--- src/rtl/fifo_wr_ctrl.sv ---
// Write-side controller of the asynchronous FIFO: owns the RAM write pointer,
// derives full/almost-full/count from the synchronised read pointer, and publishes a Gray pointer.
module fifo_wr_ctrl #(
  parameter int RAM_ADDR_WIDTH = 5,
  parameter int WR_IND         = 4,
  parameter int WR_CNT_WIDTH   = RAM_ADDR_WIDTH + 1 - $clog2(WR_IND),
  parameter int ALMOST_FULL_TH = 6
) (
  input  logic                      wr_clk,
  input  logic                      wr_rst_n,
  input  logic                      wr_en,
  input  logic                      ovf_clr,
  input  logic [RAM_ADDR_WIDTH:0]   rd_ptr_sync,
  output logic [RAM_ADDR_WIDTH:0]   wr_ptr,
  output logic [RAM_ADDR_WIDTH:0]   wr_ptr_gray,
  output logic                      fifo_full,
  output logic                      almost_full,
  output logic [WR_CNT_WIDTH-1:0]   wr_data_count,
  output logic                      ram_wr_en,
  output logic                      wr_ack,
  output logic                      overflow
);

  localparam int PTR_W = RAM_ADDR_WIDTH + 1;
  localparam logic [PTR_W-1:0]        PTR_INC  = PTR_W'(WR_IND);
  localparam logic [PTR_W-1:0]        FULL_LIM = PTR_W'((2 ** RAM_ADDR_WIDTH) - WR_IND);
  localparam logic [WR_CNT_WIDTH-1:0] AF_TH    = WR_CNT_WIDTH'(ALMOST_FULL_TH);

  function automatic logic [PTR_W-1:0] bin2gray(input logic [PTR_W-1:0] b);
    return b ^ (b >> 1);
  endfunction

  logic [PTR_W-1:0]        wr_ptr_q;
  logic [PTR_W-1:0]        wr_ptr_d;
  logic [PTR_W-1:0]        wr_gray_q;
  logic                    wr_ack_q;
  logic                    overflow_q;
  logic                    overflow_d;
  logic [PTR_W-1:0]        wr_ram_cnt_s;
  logic [WR_CNT_WIDTH-1:0] wr_data_count_s;
  logic                    fifo_full_s;
  logic                    ram_wr_en_s;

  // Occupancy, flags, write qualification and next-state values.
  // Modular subtraction handles the lap bit; full means less than one write word of free space.
  always_comb begin
    wr_ram_cnt_s    = wr_ptr_q - rd_ptr_sync;
    wr_data_count_s = wr_ram_cnt_s[RAM_ADDR_WIDTH -: WR_CNT_WIDTH];
    fifo_full_s     = (wr_ram_cnt_s > FULL_LIM);
    ram_wr_en_s     = wr_en & ~fifo_full_s;
    wr_ptr_d        = wr_ptr_q;
    overflow_d      = overflow_q;
    if (ram_wr_en_s) begin
      wr_ptr_d = wr_ptr_q + PTR_INC;
    end else begin
      wr_ptr_d = wr_ptr_q;
    end
    if (wr_en & fifo_full_s) begin
      overflow_d = 1'b1;
    end else if (ovf_clr) begin
      overflow_d = 1'b0;
    end else begin
      overflow_d = overflow_q;
    end
  end

  // State registers; Gray copy is taken from the next pointer so it tracks wr_ptr with no lag.
  always_ff @(posedge wr_clk or negedge wr_rst_n) begin
    if (!wr_rst_n) begin
      wr_ptr_q   <= {PTR_W{1'b0}};
      wr_gray_q  <= {PTR_W{1'b0}};
      wr_ack_q   <= 1'b0;
      overflow_q <= 1'b0;
    end else begin
      wr_ptr_q   <= wr_ptr_d;
      wr_gray_q  <= bin2gray(wr_ptr_d);
      wr_ack_q   <= ram_wr_en_s;
      overflow_q <= overflow_d;
    end
  end

  assign wr_ptr        = wr_ptr_q;
  assign wr_ptr_gray   = wr_gray_q;
  assign fifo_full     = fifo_full_s;
  assign almost_full   = (wr_data_count_s >= AF_TH);
  assign wr_data_count = wr_data_count_s;
  assign ram_wr_en     = ram_wr_en_s;
  assign wr_ack        = wr_ack_q;
  assign overflow      = overflow_q;

endmodule

--- config.mk ---
export PLATFORM = sky130hd
export DESIGN_NAME = fifo_wr_ctrl
export DESIGN_NICKNAME = d
export VERILOG_FILES = /design/src/rtl/fifo_wr_ctrl.sv
export SDC_FILE = /design/constraint.sdc
export NUM_CORES = 1
export LEC_CHECK = 0
export CAP_MARGIN = 40
export CORE_MARGIN = 5
export CORE_UTILIZATION = 37
export DETAILED_ROUTE_END_ITERATION = 8
export PLACE_DENSITY = 0.75
export SLEW_MARGIN = 20
export SYNTH_ARGS = -nofsm -noshare
export SYNTH_HDL_FRONTEND = slang
export SYNTH_SLANG_ARGS = --single-unit
--- constraint.sdc ---
create_clock -name wr_clk -period 2.1 [get_ports wr_clk]
set_clock_uncertainty 0.15 [all_clocks]
set_input_delay 0.42 -clock wr_clk [delete_from_list [all_inputs] [get_ports wr_clk]]
set_output_delay 0.42 -clock wr_clk [all_outputs]
set_load 0.03 [all_outputs]
==> out/metrics.cfg <==
[outcome]
status = finished with violations
violations = setup timing

[timing]
grt_setup_unrepaired = true
setup_tns_ns = -5.73
finalSetupViolCount = 14
period_share_pct = 129
layout_setup_ws_ns = -0.605
slew_viol_final = 0
period_minus_slack_ns = 2.70
max_freq_ghz = 0.370
hold_viol = 0

[logic_synthesis]
ys_seq_area_share_pct = 32.0
synth-edff-count = 0
ys_types = 29
syn_area_um2 = 703
yosysWarnings = 0
ys_ff_latch = 9
synthArstFlopShare_pct = 100
synthFlopType = dfrtp_1
synth_area_leaders = dfrtp_1 (32%), xor2_1 (8.7%), ha_1 (7.1%), xnor2_1 (6.2%), buf_4 (5.3%)
syn_inst = 68
synth.avg_cell_area_um2 = 10.3
yosysTopAreaCellShare_pct = 32.0
yosysTopAreaCell = dfrtp_1

[cells_and_area]
diodes = 0
instances_no_fill = 155
drive_gt1_share_pct = 57.7
layout.nets = 145
syn_to_final_growth_pct = 118
n_fill_cell = 87
fin_util_pct = 86.8

[place]
place_ws_ns = -1.19
placed_cells = 143
dp.final_hpwl_um = 1480
numPortBuffers = 27
routabilityCongestion = 0.723

[die]
die_h_um = 53.6
core_mm2 = 0.00176
initial_core_util_pct = 39.9
dieArea_mm2 = 0.00287
io_pins = 31
rows = 15
die_width_um = 53.6

[grt]
grt_antenna_before_repair = 0
grt_pass1_wl_um = 3540
grt_max_degree = 10
grt_pass1_vias = 828
track_usage_pct = 17.0
overflow = 0

[critical_path]
cp-end-kind = primary output
crit_arrival_ns = 2.13
path_class = reg -> out
cp_cell_sequence = ha_4 > buf_6 > xor2_1 > nor4bb_1 > o21a_4 > or3_4 > buf_6
critPathMaxStageDelay_ns = 0.43
critPathTopFamily = simple AND/OR/NAND/NOR gates
cp_num_buf_inv = 2
cp.required_ns = 1.53
cp.depth = 7
startpoint_type = register
r2r_cells = 13
cp_common_cell = buf_6
cp_slowest_cell = dfrtp_2
path_max_fanout = 3

[drt]
drc_errors = 0
first_pass_iters = 4
wirelength_um = 2580
viasPerCell = 4.88
wl_per_cell_um = 16.6
ant_nets = 0
vias = 757
first_iter_violations = 11

[worst_hold_path]
hold_class = in -> async

[clocking]
cts_tree = yes
clock-root-buffer = clkbuf_4
cts_buffer_depth = 2
htreeDepth = 1
numClockSinks = 9
clkTransAtPathRegs_ns = 0.06
cts_buffers = 3
ctsHoldBuffers = 0
clk_latency_ns = 0.25

[run]
drv_cap = 0

path summary, 6_finish.rpt:
kind | startpoint | to | slack (ns)
hold / removal | wr_rst_n | wr_ptr_gray[4]$_DFF_PN0_ | 0.31
min in group wr_clk | overflow$_DFFE_PN0P_ | overflow$_DFFE_PN0P_ | 0.37
max in group asynchronous | wr_rst_n | wr_ptr[2]$_DFF_PN0_ | 1.17
hold reg to reg | overflow$_DFFE_PN0P_ | overflow$_DFFE_PN0P_ | 0.37
setup / recovery | wr_ptr[3]$_DFF_PN0_ | fifo_full | -0.60
setup reg to reg | wr_ptr[3]$_DFF_PN0_ | wr_ptr[4]$_DFF_PN0_ | -0.50
Yosys cell counts (2+ instances only):
library cell  number
dfrtp_1            9
o21ai_0            2
inv_1              5
nor4bb_1           2
xnor2_1            5
ha_1               4
buf_4              5
mux2i_1            2
xor2_1             7
a21oi_1            3
nand2_1            5
nor2_1             2
sequential cells by signal, summed over array words and instances (netlist names):
| name | flops |
|---|---|
| overflow | 1 |
| wr_ack | 1 |
| wr_ptr | 3 |
| wr_ptr_gray | 4 |
timing repair:
action | CTS | global route
gates resized for setup | 35 | 18
pin swaps | 14 | 10
setup buffers | 6 | 3
setup endpoints to repair | 16 | 16
final cells by class:
cell class                      count  area (um^2)  area share, %
Multi-Input combinational cell     51          637           41.6
Tap cell                           25         31.3           2.04
Sequential cell                     9          228           14.9
Inverter                            5         18.8           1.23
Timing Repair Buffer               61          591           38.6
Clock buffer                        4         26.3           1.72
per-layer routing:
layer	up-vias	global-route usage, %	part of all wire, %
met2	29	32.0	56
met4	0	4.68	0.93
met3	2	3.60	4.0
met5	-	0	0
li1	354	-	-
met1	372	19.1	39
layout by cell type, fill, tap and decap left out, drive strengths merged, types with 2 or more instances in the layout:
cell type,n
clkbuf,4
nand2,5
nor2,3
conb,3
ha,4
o21ai,2
xnor2,5
dlymetal6s2s,2
a21oi,3
mux2i,2
nor4bb,2
dfrtp,9
inv,5
clkdlybuf4s50,12
xor2,8
buf,41
dlygate4sd2,5
metrics by stage:
stage	hold WS [ns]	area, um^2
3_5_place_dp	0.362	1280
5_1_grt	0.345	1530
3_3_place_gp	0.351	1280
2_1_floorplan	-0.0256	832
6_report	0.313	1530
4_1_cts	0.308	1440
kinds of logic (layout without fill, tap and decap cells):
family / after synthesis / count (layout) / synth area share, %
AO/OA/AOI/OAI: 12 / 12 / 15.3
multiplexers: 3 / 3 / 4.45
flip-flops: 9 / 9 / 32.0
XOR/XNOR: 13 / 13 / 17.3
buffers and inverters: 10 / 70 / 8.01
other: 1 / 3 / 0.533
AND/OR/NAND/NOR: 16 / 16 / 15.3
adder cells (fa/ha/maj): 4 / 4 / 7.12
Power is left out: the tool's default activity adds up to more than one toggle a clock period on the data nets, which glitch-free logic cannot reach.
